**src/rtl/qs_pkg.sv**
```systemverilog
// Shared types and constants for the quicksort engine bank scheduler.
package qs_pkg;

  localparam int BANK_N    = 2;
  localparam int BANK_ID_W = $clog2(BANK_N);

  typedef logic [BANK_ID_W-1:0] bank_id_t;

  typedef enum logic [2:0] {
    IDLE   = 3'd0,
    FILL   = 3'd1,
    READY  = 3'd2,
    SORT   = 3'd3,
    SORTED = 3'd4,
    DRAIN  = 3'd5
  } bank_sched_state_t;

  // Stage index: 0 = enq, 1 = srt, 2 = deq.
  function automatic bank_sched_state_t stage_pre(input int s);
    case (s)
      0:       return IDLE;
      1:       return READY;
      default: return SORTED;
    endcase
  endfunction

  function automatic bank_sched_state_t stage_own(input int s);
    case (s)
      0:       return FILL;
      1:       return SORT;
      default: return DRAIN;
    endcase
  endfunction

  function automatic bank_sched_state_t stage_post(input int s);
    case (s)
      0:       return READY;
      1:       return SORTED;
      default: return IDLE;
    endcase
  endfunction

  function automatic logic state_valid(input logic [2:0] st);
    return st <= 3'(DRAIN);
  endfunction

endpackage

```
**src/rtl/qs_bank_sched_ptr.sv**
```systemverilog
// Wrap-around bank index counter; advances by one per adv_i pulse, N-1 wraps to 0.
module qs_bank_sched_ptr #(
  parameter int N = 2,
  parameter int W = 1
) (
  input  logic         clk,
  input  logic         rst,
  input  logic         adv_i,
  output logic [W-1:0] ptr_o
);

  logic [W-1:0] ptr_q, ptr_d;

  always_comb begin
    ptr_d = ptr_q;
    if (adv_i) ptr_d = (ptr_q == W'(N - 1)) ? '0 : ptr_q + W'(1);
  end

  // NOTE: sequential state uses non-blocking assignments only; next-state is built in always_comb.
  always_ff @(posedge clk or posedge rst) begin
    if (rst) ptr_q <= '0;
    else     ptr_q <= ptr_d;
  end

  assign ptr_o = ptr_q;

endmodule

```
**src/rtl/qs_bank_sched.sv**
```systemverilog
// Bank scheduler: per-bank lifecycle, enq/srt/deq grant FSMs and sticky error.
// Optional statistics outputs enabled by defining QS_BANK_SCHED_STATS_EN.
module qs_bank_sched #(
  parameter  int BANK_N    = qs_pkg::BANK_N,
  localparam int BANK_ID_W = $clog2(BANK_N)
) (
  input  logic                  clk,
  input  logic                  rst,
  input  logic                  enq_req,
  input  logic                  enq_done,
  output logic                  enq_gnt_r,
  output logic [BANK_ID_W-1:0]  enq_idx_r,
  input  logic                  srt_req,
  input  logic                  srt_done,
  output logic                  srt_gnt_r,
  output logic [BANK_ID_W-1:0]  srt_idx_r,
  input  logic                  deq_req,
  input  logic                  deq_done,
  output logic                  deq_gnt_r,
  output logic [BANK_ID_W-1:0]  deq_idx_r,
  output logic [BANK_N*3-1:0]   bank_state_r,
  output logic                  err_r
`ifdef QS_BANK_SCHED_STATS_EN
  ,
  output logic [31:0]           pkt_cnt_r,
  output logic [BANK_ID_W:0]    occ_r
`endif
);

  import qs_pkg::*;

  localparam logic [0:0] GNT_IDLE = 1'b0;
  localparam logic [0:0] GNT_HOLD = 1'b1;

  logic [2:0]           state_q [BANK_N];
  logic [2:0]           state_d [BANK_N];
  logic [0:0]           fsm_q   [3];
  logic [0:0]           fsm_d   [3];
  logic [BANK_ID_W-1:0] idx_q   [3];
  logic [BANK_ID_W-1:0] idx_d   [3];
  logic [BANK_ID_W-1:0] ptr     [3];
  logic [2:0]           req_v, done_v, adv;
  logic                 err_q, err_d;

  assign req_v  = {deq_req, srt_req, enq_req};
  assign done_v = {deq_done, srt_done, enq_done};

  for (genvar s = 0; s < 3; s++) begin : g_ptr
    qs_bank_sched_ptr #(.N(BANK_N), .W(BANK_ID_W)) u_ptr (
      .clk   (clk),
      .rst   (rst),
      .adv_i (adv[s]),
      .ptr_o (ptr[s])
    );
  end

  // Stages always own distinct banks, so their updates to state_d never collide.
  // NOTE: every always_comb output gets a default first so no latch is inferred.
  always_comb begin
    state_d = state_q;
    fsm_d   = fsm_q;
    idx_d   = idx_q;
    adv     = '0;
    err_d   = err_q;
    for (int b = 0; b < BANK_N; b++) begin
      if (!state_valid(state_q[b])) begin
        state_d[b] = IDLE;
        err_d      = 1'b1;
      end
    end
    for (int s = 0; s < 3; s++) begin
      if (fsm_q[s] == GNT_HOLD) begin
        if (done_v[s]) begin
          fsm_d[s]            = GNT_IDLE;
          state_d[idx_q[s]]   = stage_post(s);
          adv[s]              = 1'b1;
        end
      end else begin
        if (done_v[s]) err_d = 1'b1;
        if (req_v[s] && state_q[ptr[s]] == stage_pre(s)) begin
          fsm_d[s]          = GNT_HOLD;
          idx_d[s]          = ptr[s];
          state_d[ptr[s]]   = stage_own(s);
        end
      end
    end
  end

  // NOTE: the bank state array is a handful of flops, not a RAM, so every entry is reset.
  always_ff @(posedge clk or posedge rst) begin
    if (rst) begin
      for (int b = 0; b < BANK_N; b++) state_q[b] <= IDLE;
      for (int s = 0; s < 3; s++) begin
        fsm_q[s] <= GNT_IDLE;
        idx_q[s] <= '0;
      end
      err_q <= 1'b0;
    end else begin
      state_q <= state_d;
      fsm_q   <= fsm_d;
      idx_q   <= idx_d;
      err_q   <= err_d;
    end
  end

  for (genvar b = 0; b < BANK_N; b++) begin : g_state_out
    assign bank_state_r[b*3 +: 3] = state_q[b];
  end

  assign enq_gnt_r = (fsm_q[0] == GNT_HOLD);
  assign srt_gnt_r = (fsm_q[1] == GNT_HOLD);
  assign deq_gnt_r = (fsm_q[2] == GNT_HOLD);
  assign enq_idx_r = idx_q[0];
  assign srt_idx_r = idx_q[1];
  assign deq_idx_r = idx_q[2];
  assign err_r     = err_q;

`ifdef QS_BANK_SCHED_STATS_EN
  logic [31:0]        pkt_cnt_q;
  logic [BANK_ID_W:0] occ_q, occ_d;

  // Occupancy tracks the next bank state so it lines up with bank_state_r.
  always_comb begin
    occ_d = '0;
    for (int b = 0; b < BANK_N; b++) begin
      if (state_d[b] != IDLE) occ_d = occ_d + (BANK_ID_W+1)'(1);
    end
  end

  always_ff @(posedge clk or posedge rst) begin
    if (rst) begin
      pkt_cnt_q <= '0;
      occ_q     <= '0;
    end else begin
      if (adv[2] && pkt_cnt_q != 32'hFFFF_FFFF) pkt_cnt_q <= pkt_cnt_q + 32'd1;
      occ_q <= occ_d;
    end
  end

  assign pkt_cnt_r = pkt_cnt_q;
  assign occ_r     = occ_q;
`endif

endmodule

```
**config.mk**
```make
export PLATFORM = sky130hd
export DESIGN_NAME = qs_bank_sched
export DESIGN_NICKNAME = d
export VERILOG_FILES = /design/src/rtl/qs_pkg.sv /design/src/rtl/qs_bank_sched_ptr.sv /design/src/rtl/qs_bank_sched.sv
export SDC_FILE = /design/constraint.sdc
export NUM_CORES = 1
export LEC_CHECK = 0
export CORE_MARGIN = 1
export CORE_UTILIZATION = 59
export CTS_CLUSTER_DIAMETER = 150
export DETAILED_ROUTE_END_ITERATION = 6
export DONT_BUFFER_PORTS = 1
export HOLD_SLACK_MARGIN = 0.02
export PLACE_DENSITY = 0.75
export SLEW_MARGIN = 20
export SYNTH_ARGS = -nofsm -noshare
export SYNTH_HDL_FRONTEND = slang
export SYNTH_SLANG_ARGS = --single-unit
```
**constraint.sdc**
```tcl
create_clock -name clk -period 1.5 [get_ports clk]
set_clock_uncertainty 0.15 [all_clocks]
set_input_delay 0.3 -clock clk [delete_from_list [all_inputs] [get_ports clk]]
set_output_delay 0.3 -clock clk [all_outputs]
set_load 0.005 [all_outputs]
```
==> flow_results.xml <==
<?xml version="1.0" encoding="UTF-8"?>
<metrics>
  <group name="outcome">
    <metric name="status" unit="">finished, final reports clean</metric>
  </group>
  <group name="floorplan">
    <metric name="initial_core_util" unit="%">65.4</metric>
    <metric name="chipWidth" unit="µm">40.4</metric>
    <metric name="fp.dieH" unit="µm">40.4</metric>
    <metric name="std_cell_rows" unit="">13</metric>
    <metric name="io_pins" unit="">21</metric>
    <metric name="die-area" unit="mm²">0.00164</metric>
    <metric name="coreArea" unit="mm²">0.00133</metric>
  </group>
  <group name="placement">
    <metric name="placed_standard_cell_area" unit="µm²">906</metric>
    <metric name="gp_routability_congestion" unit="">0.774</metric>
    <metric name="hpwl_detailed" unit="mm">1.34</metric>
    <metric name="io_buffer_count" unit="">0</metric>
  </group>
  <group name="clock_tree">
    <metric name="numCtsBuffers" unit="">3</metric>
    <metric name="cts.root.buffer_cell" unit="">sky130_fd_sc_hd__clkbuf_4</metric>
    <metric name="insertion_delay" unit="ns">0.28</metric>
    <metric name="clkSlewWorstSetupHoldPaths" unit="ns">0.09</metric>
    <metric name="htreeDepth" unit="">1</metric>
    <metric name="tritoncts_num_sinks" unit="">16</metric>
    <metric name="cts_buffer_depth" unit="">2</metric>
    <metric name="cts_tree" unit="">built</metric>
  </group>
  <group name="synthesis">
    <metric name="syn-cell-area" unit="µm²">872</metric>
    <metric name="synth_area_leaders" unit="">sky130_fd_sc_hd__dfrtp_1, sky130_fd_sc_hd__nor4b_4, sky130_fd_sc_hd__nand2_1</metric>
    <metric name="synth_compound_gate_area_share" unit="%">16.6</metric>
    <metric name="synth_most_common_cell" unit="">sky130_fd_sc_hd__dfrtp_1</metric>
    <metric name="syn_avg_cell_area" unit="µm²">11.2</metric>
    <metric name="synth_top_family_by_area" unit="">simple AND/OR/NAND/NOR gates</metric>
    <metric name="postSynth.topFlopCell" unit="">sky130_fd_sc_hd__dfrtp_1</metric>
    <metric name="synth-seq-cells" unit="">16</metric>
    <metric name="post_synth_fa_ha_maj_area_fraction" unit="%">0</metric>
    <metric name="synth_cell_types" unit="">34</metric>
    <metric name="synth-warning-count" unit="">0</metric>
    <metric name="netlist.top_cell.by_area" unit="">sky130_fd_sc_hd__dfrtp_1</metric>
    <metric name="syn-num-nets" unit="">86</metric>
    <metric name="synthXorXnorAreaFrac" unit="%">3.01</metric>
    <metric name="yosys.area.top_type_share" unit="%">45.9</metric>
    <metric name="yosys-mux-area-fraction" unit="%">2.30</metric>
    <metric name="seq_area_frac_synth" unit="%">45.9</metric>
    <metric name="netlist_instances" unit="">78</metric>
    <metric name="synthArstFlopShare" unit="%">100</metric>
    <metric name="synth_commonest_cells" unit="">sky130_fd_sc_hd__dfrtp_1, sky130_fd_sc_hd__nand2_1, sky130_fd_sc_hd__o21ai_0</metric>
    <metric name="synth_enable_flop_cells" unit="">0</metric>
    <metric name="simple_gate_area_share_of_the_yosys_netlist" unit="%">30.8</metric>
  </group>
  <group name="final_layout">
    <metric name="antenna-diode-count" unit="">0</metric>
    <metric name="finish.net_count" unit="">97</metric>
    <metric name="flow.area_growth_from_synthesis" unit="%">11.3</metric>
    <metric name="drive_gt1_share" unit="%">17.2</metric>
    <metric name="layout.cell_area.non_filler" unit="µm²">971</metric>
    <metric name="final_util" unit="%">72.8</metric>
    <metric name="area_occupied_by_multi_input_gates" unit="µm²">460</metric>
    <metric name="area.sequential" unit="µm²">403</metric>
    <metric name="count_of_fill_cells_added_during_filler_insertion" unit="">114</metric>
  </group>
  <group name="pwr">
    <metric name="irDropWorstVdd" unit="V">0.000995</metric>
    <metric name="totalPowerFinal" unit="µW">1790</metric>
    <metric name="cellPowerDensity" unit="mW/mm²">1840</metric>
    <metric name="p_leak" unit="µW">0.000403</metric>
  </group>
  <group name="grt">
    <metric name="globalRouteMet1Util" unit="%">33.6</metric>
    <metric name="met3_usage" unit="%">7.78</metric>
    <metric name="grt.met2_usage" unit="%">43.7</metric>
    <metric name="antenna_found_initial" unit="">0</metric>
    <metric name="wire_length_of_the_first_global_routing_pass" unit="mm">2.88</metric>
    <metric name="global_route_overflow" unit="">0</metric>
    <metric name="grt.busiest_layer" unit="">met2</metric>
    <metric name="grt_max_degree" unit="">17</metric>
    <metric name="groute.usage.overall" unit="%">27.2</metric>
    <metric name="vias_in_the_first_global_route" unit="">676</metric>
  </group>
  <group name="timing">
    <metric name="hold_violations" unit="">0</metric>
    <metric name="max_slew.worst_pin.slew" unit="ns">0.584</metric>
    <metric name="finalCritPeriodShare" unit="%">93.4</metric>
    <metric name="grt_setup_unrepaired" unit="">no</metric>
    <metric name="setup_viol" unit="">0</metric>
    <metric name="slew_violations" unit="">0</metric>
    <metric name="finalWorstPathRequiredPeriod" unit="ns">1.40</metric>
    <metric name="fin_tns_setup" unit="ns">0</metric>
    <metric name="worst_slew_margin_rel" unit="%">61.0</metric>
    <metric name="clock.fmax" unit="MHz">714</metric>
  </group>
  <group name="setup_path">
    <metric name="crit_path_start_kind" unit="">flop</metric>
    <metric name="setup.worst_path.end_class" unit="">flop</metric>
    <metric name="timing.critical_path.fanout_max" unit="">7</metric>
    <metric name="r2r_cells" unit="">3</metric>
    <metric name="cp.required" unit="ns">1.51</metric>
    <metric name="crit_arrival" unit="ns">1.42</metric>
    <metric name="setup_slack_of_the_most_critical_reg_to_reg_path" unit="ns">0.1</metric>
    <metric name="worstSetupPathType" unit="">flop to flop</metric>
  </group>
  <group name="worst_hold_path">
    <metric name="worstHoldPathCells" unit="">2</metric>
    <metric name="min-delay-path-class" unit="">input pin to flop</metric>
  </group>
  <group name="route">
    <metric name="drc" unit="">0</metric>
    <metric name="route.antenna.remaining_nets" unit="">0</metric>
    <metric name="post_drt_wl_per_cell" unit="µm">17.8</metric>
    <metric name="vias_per_cell" unit="">6.55</metric>
    <metric name="detailed_route_wire_length" unit="mm">1.81</metric>
    <metric name="first_pass_iters" unit="">4</metric>
    <metric name="initialDrtViolationCount" unit="">23</metric>
    <metric name="vias" unit="">668</metric>
  </group>
  <group name="job">
    <metric name="cap_viol_max_count" unit="">0</metric>
  </group>
</metrics>
==> cell usage in the layout, fill, tap and decap left out, types with 3 or more instances in the layout <==
| cell type | count |
|---|---|
| sky130_fd_sc_hd__a32oi_1 | 3 |
| sky130_fd_sc_hd__nor2b_1 | 3 |
| sky130_fd_sc_hd__dlygate4sd3_1 | 4 |
| sky130_fd_sc_hd__xnor2_1 | 3 |
| sky130_fd_sc_hd__inv_1 | 3 |
| sky130_fd_sc_hd__nand3b_1 | 3 |
| sky130_fd_sc_hd__clkbuf_4 | 3 |
| sky130_fd_sc_hd__dfrtp_1 | 14 |
| sky130_fd_sc_hd__nand2_1 | 10 |
| sky130_fd_sc_hd__o21ai_0 | 4 |
==> cell families after synthesis <==
logic type,after synthesis
AO/OA/AOI/OAI,19
XOR/XNOR,3
multiplexers,2
AND/OR/NAND/NOR,35
flip-flops,16
buffers and inverters,3
==> stage by stage <==
stage                     instances  setup slack (ns)  hold WS (ns)
after global routing            102           0.00428        0.0322
after global placement           95            0.0966         0.134
after floorplan                  78             0.197        0.0637
after detailed placement         95            0.0920         0.133
after CTS                       102            0.0722        0.0243
final                           102            0.0986        0.0279
==> path summary, 6_finish.rpt <==
kind                                            from              endpoint
min in group asynchronous                        rst       bank_state_r[2]
worst min-delay path                        srt_done                 err_r
worst max-delay path                 bank_state_r[5]       bank_state_r[5]
max in group asynchronous                        rst       bank_state_r[5]
worst max register to register       bank_state_r[5]       bank_state_r[5]
worst min register to register  g_ptr[0].u_ptr.ptr_o  g_ptr[0].u_ptr.ptr_o
==> worst max-delay path: stages (launching register included) <==
cell and delay, ns:
sky130_fd_sc_hd__dfrtp_2 0.49, sky130_fd_sc_hd__nor4bb_4 0.35, sky130_fd_sc_hd__and2_1 0.22, sky130_fd_sc_hd__o31ai_2 0.08
==> power by group <==
part	total [µW]	internal (µW)	switching, µW
Combinational	605	364	240
Sequential	962	623	339
Clock	220	92.9	127
==> registers in the layout, indices dropped and copies added, names as in the netlist <==
name	cells
srt_gnt_r	1
deq_idx_r	1
srt_idx_r	1
enq_gnt_r	1
g_ptr.u_ptr.ptr_o	3
deq_gnt_r	1
bank_state_r	6
enq_idx_r	1
err_r	1
==> repair_timing <==
action | in CTS | in global routing
hold buffers | 4 | 0
endpoints found under the setup margin | 0 | 3
setup buffers | 0 | 0
resized for setup | 0 | 2
hold endpoints to repair | 21 | 0
==> cell type report <==
type                    count  area share [%]
clock buffers               3            2.32
repair buffers              6            5.67
flip-flops and latches     16            41.5
inverters                   3            1.16
well taps                  15            1.93
multi-input cells          59            47.4
==> routing by layer <==
| metal | part of all wire [%] | vias up | wire (µm) |
|---|---|---|---|
| met5 | 0 | - | 0 |
| met4 | 0.66 | 0 | 12 |
| met3 | 6.4 | 2 | 115 |
| met2 | 46 | 26 | 835 |
| met1 | 47 | 327 | 847 |
| li1 | - | 313 | - |
No activity file was read; power rests on OpenSTA's default activity.
